`src/rtl/cdf_builder_pkg.sv`:
```
// cdf_builder_pkg: shared types and constants for the CDF builder.
//   BINS_PER_WORD/LANE_W/CDF_W : table word layout (4 lanes of 32 bits,
//                                20 significant bits per lane)
//   state_t                    : controller states
//   pack_cdf                   : places lane CDFs into a table word, upper
//                                12 bits of each lane forced to zero
package cdf_builder_pkg;

  localparam int unsigned BINS_PER_WORD = 4;
  localparam int unsigned LANE_W        = 32;
  localparam int unsigned CDF_W         = 20;
  localparam int unsigned WORD_W        = BINS_PER_WORD * LANE_W;
  localparam int unsigned ADDR_W        = 16;

  typedef logic [CDF_W-1:0]         cdf_t;
  typedef cdf_t [BINS_PER_WORD-1:0] cdf_vec_t;
  typedef logic [WORD_W-1:0]        word_t;
  typedef logic [ADDR_W-1:0]        addr_t;

  typedef enum logic [1:0] {
    S_IDLE,
    S_READ,
    S_DRAIN,
    S_DONE
  } state_t;

  function automatic word_t pack_cdf(input cdf_vec_t v);
    word_t w;
    w = '0;
    for (int unsigned i = 0; i < BINS_PER_WORD; i++) begin
      w[i*LANE_W +: CDF_W] = v[i];
    end
    return w;
  endfunction

endpackage

```
`src/rtl/cdf_builder_if.sv`:
```
// cdf_builder_if: request, M1 histogram read port, M2 CDF write port and
// result signals of the CDF builder.
//   master : the builder (drives addresses, write strobe/data, results)
//   slave  : the environment (drives start and histogram read data)
interface cdf_builder_if;
  import cdf_builder_pkg::*;

  logic  start;
  addr_t M1_ReadAddress;
  word_t M1_ReadBus;
  logic  WriteEnable;
  addr_t CDF_MEMAddress;
  word_t CDF_MEMBus;
  cdf_t  CdfMin;
  cdf_t  divisor;
  logic  done;

  modport master (
    input  start, M1_ReadBus,
    output M1_ReadAddress, WriteEnable, CDF_MEMAddress, CDF_MEMBus,
           CdfMin, divisor, done
  );

  modport slave (
    output start, M1_ReadBus,
    input  M1_ReadAddress, WriteEnable, CDF_MEMAddress, CDF_MEMBus,
           CdfMin, divisor, done
  );

endinterface

```
`src/rtl/cdf_builder_lane_adder.sv`:
```
// cdf_lane_adder: combinational 4-lane prefix sum of one histogram word.
//   acc_i   : running CDF carried in from previous words
//   word_i  : histogram word, bin counts in the low 20 bits of each lane
//   cdf_o   : per-lane CDF, cdf_o[i] = acc_i + h_0 + ... + h_i (mod 2^20)
//   carry_o : CDF after the last lane, carried to the next word
module cdf_lane_adder
  import cdf_builder_pkg::*;
(
  input  cdf_t     acc_i,
  input  word_t    word_i,
  output cdf_vec_t cdf_o,
  output cdf_t     carry_o
);

  cdf_t run_sum;
  logic unused_hi;

  always_comb begin
    run_sum = acc_i;
    cdf_o   = '0;
    for (int unsigned i = 0; i < BINS_PER_WORD; i++) begin
      run_sum  = run_sum + word_i[i*LANE_W +: CDF_W];
      cdf_o[i] = run_sum;
    end
    carry_o = run_sum;
  end

  // Upper lane bits carry no count information.
  always_comb begin
    unused_hi = 1'b0;
    for (int unsigned i = 0; i < BINS_PER_WORD; i++) begin
      unused_hi = unused_hi ^ (^word_i[i*LANE_W+CDF_W +: LANE_W-CDF_W]);
    end
  end

endmodule

```
`src/rtl/cdf_builder.sv`:
```
// cdf_builder: streams NUM_WORDS histogram words from M1, writes the running
// CDF to M2 with a fixed two-cycle address-to-write latency, and reports the
// smallest nonzero CDF value and the normalisation divisor.
//   clock   : rising-edge clock
//   reset_n : asynchronous active-low reset
//   cdf_if  : start request, M1 read port, M2 write port, CdfMin/divisor/done
module cdf_builder
  import cdf_builder_pkg::*;
#(
  parameter addr_t       HIST_BASE = 16'h0000,
  parameter addr_t       CDF_BASE  = 16'h0000,
  parameter int unsigned NUM_WORDS = 64
) (
  input logic          clock,
  input logic          reset_n,
  cdf_builder_if.master cdf_if
);

  state_t   state_q;
  addr_t    addr_q;
  addr_t    rd_cnt_q;
  addr_t    wr_cnt_q;
  logic     rvalid_q;   // M1_ReadBus holds a requested word this cycle
  logic     we_q;
  addr_t    waddr_q;
  word_t    wdata_q;
  cdf_t     acc_q;
  cdf_t     min_q;
  cdf_t     div_q;
  logic     done_q;

  cdf_vec_t cdf_d;
  cdf_t     acc_d;
  cdf_t     min_d;

  cdf_lane_adder u_adder (
    .acc_i   (acc_q),
    .word_i  (cdf_if.M1_ReadBus),
    .cdf_o   (cdf_d),
    .carry_o (acc_d)
  );

  // First nonzero lane in bin order wins; once latched it never changes.
  always_comb begin
    min_d = min_q;
    for (int unsigned i = 0; i < BINS_PER_WORD; i++) begin
      if (min_d == '0) begin
        min_d = cdf_d[i];
      end
    end
  end

  always_ff @(posedge clock or negedge reset_n) begin
    if (!reset_n) begin
      state_q  <= S_IDLE;
      addr_q   <= HIST_BASE;
      rd_cnt_q <= '0;
      wr_cnt_q <= '0;
      rvalid_q <= 1'b0;
      we_q     <= 1'b0;
      waddr_q  <= '0;
      wdata_q  <= '0;
      acc_q    <= '0;
      min_q    <= '0;
      div_q    <= '0;
      done_q   <= 1'b0;
    end else begin
      rvalid_q <= (state_q == S_READ);
      we_q     <= 1'b0;

      if (rvalid_q) begin
        we_q     <= 1'b1;
        waddr_q  <= CDF_BASE + wr_cnt_q;
        wdata_q  <= pack_cdf(cdf_d);
        acc_q    <= acc_d;
        min_q    <= min_d;
        wr_cnt_q <= wr_cnt_q + 16'd1;
      end

      case (state_q)
        S_IDLE: begin
          if (cdf_if.start) begin
            state_q  <= S_READ;
            addr_q   <= HIST_BASE;
            rd_cnt_q <= '0;
            wr_cnt_q <= '0;
            acc_q    <= '0;
            min_q    <= '0;
          end
        end
        S_READ: begin
          if (rd_cnt_q == addr_t'(NUM_WORDS - 1)) begin
            state_q <= S_DRAIN;
          end else begin
            addr_q   <= addr_q + 16'd1;
            rd_cnt_q <= rd_cnt_q + 16'd1;
          end
        end
        S_DRAIN: begin
          // Finish once the last word is on the write port: acc is final.
          if (!rvalid_q && we_q) begin
            div_q   <= acc_q - min_q;
            done_q  <= 1'b1;
            state_q <= S_DONE;
          end
        end
        S_DONE: begin
          if (!cdf_if.start) begin
            done_q  <= 1'b0;
            state_q <= S_IDLE;
          end
        end
        default: state_q <= S_IDLE;
      endcase
    end
  end

  assign cdf_if.M1_ReadAddress = addr_q;
  assign cdf_if.WriteEnable    = we_q;
  assign cdf_if.CDF_MEMAddress = waddr_q;
  assign cdf_if.CDF_MEMBus     = wdata_q;
  assign cdf_if.CdfMin         = min_q;
  assign cdf_if.divisor        = div_q;
  assign cdf_if.done           = done_q;

endmodule

```
`src/flat_wrapper.sv`:
```
// flat-port wrapper written by rule: the top's interface ports become plain ports
module cdf_builder_flat import cdf_builder_pkg::*;
#(
  parameter addr_t       HIST_BASE = 16'h0000,
  parameter addr_t       CDF_BASE  = 16'h0000,
  parameter int unsigned NUM_WORDS = 64
)
  (clock, reset_n, cdf_if_start, cdf_if_M1_ReadBus, cdf_if_M1_ReadAddress, cdf_if_WriteEnable, cdf_if_CDF_MEMAddress, cdf_if_CDF_MEMBus, cdf_if_CdfMin, cdf_if_divisor, cdf_if_done);
  cdf_builder_if cdf_if_i ();
  input logic clock;
  input logic reset_n;
  input wire logic [$bits(cdf_if_i.start)-1:0] cdf_if_start;
  input wire logic [$bits(cdf_if_i.M1_ReadBus)-1:0] cdf_if_M1_ReadBus;
  output wire logic [$bits(cdf_if_i.M1_ReadAddress)-1:0] cdf_if_M1_ReadAddress;
  output wire logic [$bits(cdf_if_i.WriteEnable)-1:0] cdf_if_WriteEnable;
  output wire logic [$bits(cdf_if_i.CDF_MEMAddress)-1:0] cdf_if_CDF_MEMAddress;
  output wire logic [$bits(cdf_if_i.CDF_MEMBus)-1:0] cdf_if_CDF_MEMBus;
  output wire logic [$bits(cdf_if_i.CdfMin)-1:0] cdf_if_CdfMin;
  output wire logic [$bits(cdf_if_i.divisor)-1:0] cdf_if_divisor;
  output wire logic [$bits(cdf_if_i.done)-1:0] cdf_if_done;
  assign cdf_if_i.start = cdf_if_start;
  assign cdf_if_i.M1_ReadBus = cdf_if_M1_ReadBus;
  assign cdf_if_M1_ReadAddress = cdf_if_i.M1_ReadAddress;
  assign cdf_if_WriteEnable = cdf_if_i.WriteEnable;
  assign cdf_if_CDF_MEMAddress = cdf_if_i.CDF_MEMAddress;
  assign cdf_if_CDF_MEMBus = cdf_if_i.CDF_MEMBus;
  assign cdf_if_CdfMin = cdf_if_i.CdfMin;
  assign cdf_if_divisor = cdf_if_i.divisor;
  assign cdf_if_done = cdf_if_i.done;
  cdf_builder #(.HIST_BASE(HIST_BASE), .CDF_BASE(CDF_BASE), .NUM_WORDS(NUM_WORDS)) u_core (.clock(clock), .reset_n(reset_n), .cdf_if(cdf_if_i));
endmodule
```
`config.mk`:
```
export PLATFORM = sky130hd
export DESIGN_NAME = cdf_builder_flat
export DESIGN_NICKNAME = d
export VERILOG_FILES = /design/src/rtl/cdf_builder_pkg.sv /design/src/rtl/cdf_builder_if.sv /design/src/rtl/cdf_builder_lane_adder.sv /design/src/rtl/cdf_builder.sv /design/src/flat_wrapper.sv
export SDC_FILE = /design/constraint.sdc
export NUM_CORES = 1
export LEC_CHECK = 0
export CAP_MARGIN = 10
export CORE_UTILIZATION = 35
export DETAILED_ROUTE_END_ITERATION = 10
export GPL_TIMING_DRIVEN = 0
export REMOVE_ABC_BUFFERS = 1
export SYNTH_ARGS = -nofsm -noshare
export SYNTH_HDL_FRONTEND = slang
export SYNTH_HIERARCHICAL = 1
export SYNTH_SLANG_ARGS = --single-unit
```
`constraint.sdc`:
```
create_clock -name clock -period 13.74 [get_ports clock]
set_clock_uncertainty 0.2 [all_clocks]
set_input_delay 2.748 -clock clock [delete_from_list [all_inputs] [get_ports clock]]
set_output_delay 2.748 -clock clock [all_outputs]
set_load 0.01 [all_outputs]
```
== Word-level counts from Yosys, hierarchy flattened ==
Index checks and enable logic that the tools add are counted.
Storage, ports and cells
  register bits after elaboration: 209
  bits in latches: 0
  memory bits (writable): 0
  bits in read-only memories: 0
  input port bits: 131
  output and inout bits: 202
  logic and storage cells: 69
  memories: 0
Cells by class
  add/subtract/negate cells: 8
  multiply operators: 0
  div/mod/pow operators: 0
  $lt $le $gt $ge: 0
  equal/unequal tests: 9
  shift-type cells: 0
  muxes and demuxes: 27
  bitwise logic cells: 0
  reductions and logical operators: 13
Operators by type and width (number)
  20-bit 2-to-1 mux: 10
  16-bit 2-to-1 mux: 6
  20-bit adder: 4
  20-bit zero test: 4
  16-bit case mux with 2 select lines: 2
  16-bit by 1-bit adder with 16-bit output (second input constant): 3
  20-bit subtractor: 1
  16-bit by 6-bit equality test with 1-bit output (second input constant): 1
  2-bit 2-to-1 mux: 4
  2-bit inequality test (second input constant): 4
  2-bit case mux with 4 select lines: 1
  3-bit AND reduction: 2
  2-bit equality test (second input constant): 2
  4-bit AND reduction: 1
  2-bit nonzero test: 2
  1-bit 2-to-1 mux: 3
  2-bit by 1-bit equality test with 1-bit output (second input constant): 1
  2-bit zero test: 1
  2-bit by 1-bit inequality test with 1-bit output (second input constant): 1
  1-bit case mux with 2 select lines: 1
  2-bit AND reduction: 1
  1-bit logical AND: 1
  1-bit zero test: 1

== Logic depth before layout (Yosys ltp) ==
  word-level depth: 11
  gate-level depth with buffers: 36
  depth with buffers taken out: 34

== Cells and area by module ==
Netlist, hierarchy kept.
Modules (own cells, without submodules)
  cdf_builder: times used 1, cells an instance 952, area an instance 10319.9 um^2, sequential area each 5230.0 um^2
  cdf_lane_adder: times used 1, cells an instance 474, area an instance 3569.7 um^2, sequential area each 0.0 um^2

== Least setup slack after synthesis ==
Ideal clock, no wire load.
  kind: input port to flip-flop
  start point: input cdf_if_M1_ReadBus[0]
  end point: register u_core.min_q[19], in the netlist u_core/cdf_if.CdfMin[19]
  library setup time: 65 ps
  arrival: 9036 ps
  required time: 13475 ps
  setup slack: 4439 ps
  stages: 31
  path buffers: 1
  cells stage by stage: ha_1 > fa_1 > a21o_1 > a21o_1 > a21oi_1 > nor2b_1 > nor2_1 > xnor2_1 > ha_1 > a2111oi_2 > o21ai_1 > nand2_1 > xnor2_1 > ha_1 > a2111oi_0 > a21oi_1 > a31oi_1 > o21ai_0 > a211oi_1 > nor2_1 > ha_1 > a21o_1 > a211o_1 > o41a_1 > a211o_1 > xnor2_2 > xnor2_1 > buf_4 > a21oi_1 > o21ai_0 > o211a_1
RTL lines
  from (decl): RTL line flat_wrapper.sv:13  | input wire logic [$bits(cdf_if_i.M1_ReadBus)-1:0] cdf_if_M1_ReadBus;
  to (signal assigned): RTL line cdf_builder.sv:76  | min_q <= min_d;
  to (decl): RTL line cdf_builder.sv:28  | cdf_t min_q;

==> run metrics <==
CP Data Arrival Time=approximately 11 ns; Worst setup EP type=flop; PnR worst setup slack=between 3 and 4 ns; post-CTS clock slew at the launch and capture registers of the worst setup and hold paths=0.06 ns; Final Power=~2 mW; pwr dens=about 110 nW/µm²; Seq cells post-synth=around 210; GR Overflow Total=0; Yosys top cell by area=sky130_fd_sc_hd__dfrtp_1; number of antenna violations at the first check in global routing=11; cell at the root of the clock tree=sky130_fd_sc_hd__clkbuf_16; number of global-route vias before repair=~11,000; overall routed net length=approximately 42,000 µm; number of setup buffers added after CTS=0; required arrival time at the worst endpoint=roughly 14 ns; vertical die dimension=201 µm; sequential area share after synthesis=between 30 and 40%; number of buffer cells added on primary ports=approximately 240; Yosys cell types=75; Max-Cap Viols=0; Warnings, synthesis=6; clock latency on the worst-skew pair=around 0.55 ns; Placed Area=around 17,000 µm²; count of vias placed by the detailed router=11,500; # hold bufs at CTS=0; startpoint types=input pin; cts bufs inserted=26; share of the clock period used by the worst path after layout=~75%; beginning of the worst register-to-register path=u_core/acc_q[0]$_DFF_PN0_; Peak supply drop=0.0806 mV; number of instances in the synthesized netlist=around 1,400; achievable frequency=about 97 MHz; floorplan die area=approximately 40,000 µm²; time the final worst path needs with I/O delays and setup=between 10 and 15 ns; setup repair after global routing missed its margin=false; via count normalized by instance count=5.26; Avg Synthesized Cell Area=roughly 10 µm²; Final Slew Violations=0; largest stage delay on the critical path=0.61 ns; netlist area before placement=13,900 µm²; top area cells in the synthesized netlist=sky130_fd_sc_hd__dfrtp_1 38%, sky130_fd_sc_hd__ha_1 9.4%, sky130_fd_sc_hd__mux2_2 7.8%, sky130_fd_sc_hd__xnor2_1 4.5%, sky130_fd_sc_hd__buf_4 3.7%; Row Count=72; crit-path most repeated cell=sky130_fd_sc_hd__a21oi_1; Critical Path Fanout Max=11; transition at the pin with the smallest max-transition slack=1.06 ns; Layout Cell Area excl Fill=between 15,000 and 20,000 µm²; most instantiated cells after synthesis=209 x sky130_fd_sc_hd__dfrtp_1, 136 x sky130_fd_sc_hd__nor2_1, 104 x sky130_fd_sc_hd__ha_1; number of enable-type register cells in the synthesized netlist=0; first-pass GRT wire length=65,000 µm; Non-Filler Instances=2,179; pin count of the biggest net entering global routing=114; startpoint of the worst setup timing path=cdf_if_M1_ReadBus[0]; most frequently used cell type in the post-synthesis netlist=sky130_fd_sc_hd__dfrtp_1; post-route ant nets=0; critical path class=in2reg; # DRC=0; cell with the largest stage delay on the worst path=sky130_fd_sc_hd__nor2_1; final hold violation count=0; result of the run=finished clean; mean routed wirelength per cell=roughly 19 µm; register-to-register setup slack=5.60 ns; setup slack after placement=roughly 3.0 ns; capture instance of the worst register-to-register path=u_core/cdf_if.CdfMin[3]$_DFF_PN0_; TritonCTS clock tree=yes; fillers=3,734; initial standard-cell utilization of the core=between 30% and 40%; fraction of layout instances using a drive strength above 1=10.6%; Pre-antenna DRT Iters=5; relative slew slack=~29%; Min-Delay Path Class=reg2reg; top-area cell type share of the netlist area=between 30% and 40%; Leakage=roughly 8.1 nW; async set-reset flop share out of synthesis=100%; Setup crit end=u_core/cdf_if.CdfMin[3]$_DFF_PN0_; Gates resized, CTS repair=0; number of instances in the placed design=between 2,000 and 2,500; length in cells of the worst reg-to-reg path=32; Primary FF master, synth=sky130_fd_sc_hd__dfrtp_1; placer congestion estimate=about 0.9; number of nets in the final layout=~1,900; die boundary width=around 200 µm; CTS sink cnt=~210; Ports=between 300 and 400; accumulated negative setup slack=0 ns; DPL Wire Length=31,900 µm; overall global routing resource usage=20.4%; # setup viols final=0; H-tree levels=1; maximum clock insertion buffer count=3; floorplan core area=just under 40,000 µm²; layout overhead on the synthesized area=25.9%; detailed router's first-iteration violation count=698
cell type report:
class | count | area (µm²) | area share, %
Multi-Input combinational cell | 1101 | 7960 | 45.5
Sequential cell | 209 | 5230 | 29.9
Timing Repair Buffer | 243 | 2530 | 14.5
Clock buffer | 39 | 801 | 4.58
Tap cell | 518 | 648 | 3.71
Inverter | 55 | 206 | 1.18
Clock inverter | 6 | 83.8 | 0.479
Antenna cell | 8 | 20.0 | 0.114
critical path: cells and delay by family:
kind            cells  cell delay [ns]
compound gates     15             2.95
xor+xnor            3             0.88
fa+ha+maj           4             1.42
buf+inv             3             0.76
simple gates        8             1.76
flip-flops by register name (all words and copies together) (netlist names):
name                          flops
u_core/cdf_if.CDF_MEMAddress     16
u_core/cdf_if.done                1
u_core/cdf_if.CDF_MEMBus         80
u_core/state_q                    2
u_core/cdf_if.CdfMin             20
u_core/cdf_if.WriteEnable         1
u_core/acc_q                     20
u_core/cdf_if.divisor            20
u_core/rd_cnt_q                  16
u_core/wr_cnt_q                  16
u_core/cdf_if.M1_ReadAddress     16
u_core/rvalid_q                   1
cell usage in the layout, fill, tap and decap left out, types with 11 or more instances in the layout:
master,synthesis,routed
sky130_fd_sc_hd__nor2b_1,12,11
sky130_fd_sc_hd__o21a_1,19,19
sky130_fd_sc_hd__xor2_1,48,48
sky130_fd_sc_hd__o211a_1,15,15
sky130_fd_sc_hd__nand2b_1,11,11
sky130_fd_sc_hd__a21o_1,20,20
sky130_fd_sc_hd__ha_1,104,104
sky130_fd_sc_hd__nor2_1,136,135
sky130_fd_sc_hd__nor3_1,25,25
sky130_fd_sc_hd__a221oi_1,19,19
sky130_fd_sc_hd__o21ai_1,11,11
sky130_fd_sc_hd__mux2i_1,22,22
sky130_fd_sc_hd__nor4_1,18,18
sky130_fd_sc_hd__clkdlybuf4s50_1,0,235
sky130_fd_sc_hd__nand3_1,32,32
sky130_fd_sc_hd__conb_1,1,48
sky130_fd_sc_hd__nand4_1,14,14
sky130_fd_sc_hd__dfrtp_1,209,208
sky130_fd_sc_hd__o21ai_0,64,64
sky130_fd_sc_hd__and3_1,16,16
sky130_fd_sc_hd__mux2_2,96,96
sky130_fd_sc_hd__nand2_1,81,81
sky130_fd_sc_hd__clkbuf_16,0,27
sky130_fd_sc_hd__a21oi_1,86,86
sky130_fd_sc_hd__a211oi_1,12,12
sky130_fd_sc_hd__xnor2_1,71,71
sky130_fd_sc_hd__inv_1,55,55
metrics by stage:
step / utilization, % / hold slack [ns]
finish: 44.9 / 0.275
global route: 44.9 / 0.303
CTS: 44.9 / 0.281
detailed placement: 42.6 / 0.268
global placement: 42.1 / 0.265
floorplan: - / 0.278
per-layer routing:
layer  GRT usage, %  vias to the layer above  wire (µm)
li1               -                     5461          -
met1           27.1                     5561      18700
met2           32.1                      354      19000
met3           4.24                       77       2590
met4           9.04                        6       1420
met5              0                        -         37
power breakdown:
group | internal (mW) | leakage (nW) | switching (mW)
logic | 0.222 | 4.87 | 0.413
registers | 0.616 | 2.79 | 0
clock network | 0.436 | 0.440 | 0.274
total | 1.27 | 8.11 | 0.688
kinds of logic after synthesis:
kind of cell / synth area share, %
XOR/XNOR: 7.86
buffers and inverters: 6.33
flip-flops: 37.7
AO/OA/AOI/OAI: 15.7
AND/OR/NAND/NOR: 13.0
adder cells (fa/ha/maj): 10.1
other: 0.0270
multiplexers: 9.37
how the worst min path moves through the flow:
stage | end | start | depth (start not counted) | slack [ns]
after detailed placement | u_core/cdf_if.divisor[18]$_DFFE_PN0P_ | u_core/cdf_if.divisor[18]$_DFFE_PN0P_ | 2 | 0.27
after CTS | u_core/cdf_if.divisor[18]$_DFFE_PN0P_ | u_core/cdf_if.divisor[18]$_DFFE_PN0P_ | 2 | 0.28
after floorplan | u_core/rd_cnt_q[0]$_DFFE_PN0P_ | u_core/rd_cnt_q[0]$_DFFE_PN0P_ | 1 | 0.28
final | u_core/cdf_if.divisor[18]$_DFFE_PN0P_ | u_core/cdf_if.divisor[18]$_DFFE_PN0P_ | 2 | 0.28
after global placement | u_core/cdf_if.divisor[9]$_DFFE_PN0P_ | u_core/cdf_if.divisor[9]$_DFFE_PN0P_ | 2 | 0.26
after global routing | u_core/cdf_if.divisor[10]$_DFFE_PN0P_ | u_core/cdf_if.divisor[10]$_DFFE_PN0P_ | 2 | 0.30
Note: power is estimated with default switching activity, not from simulation.
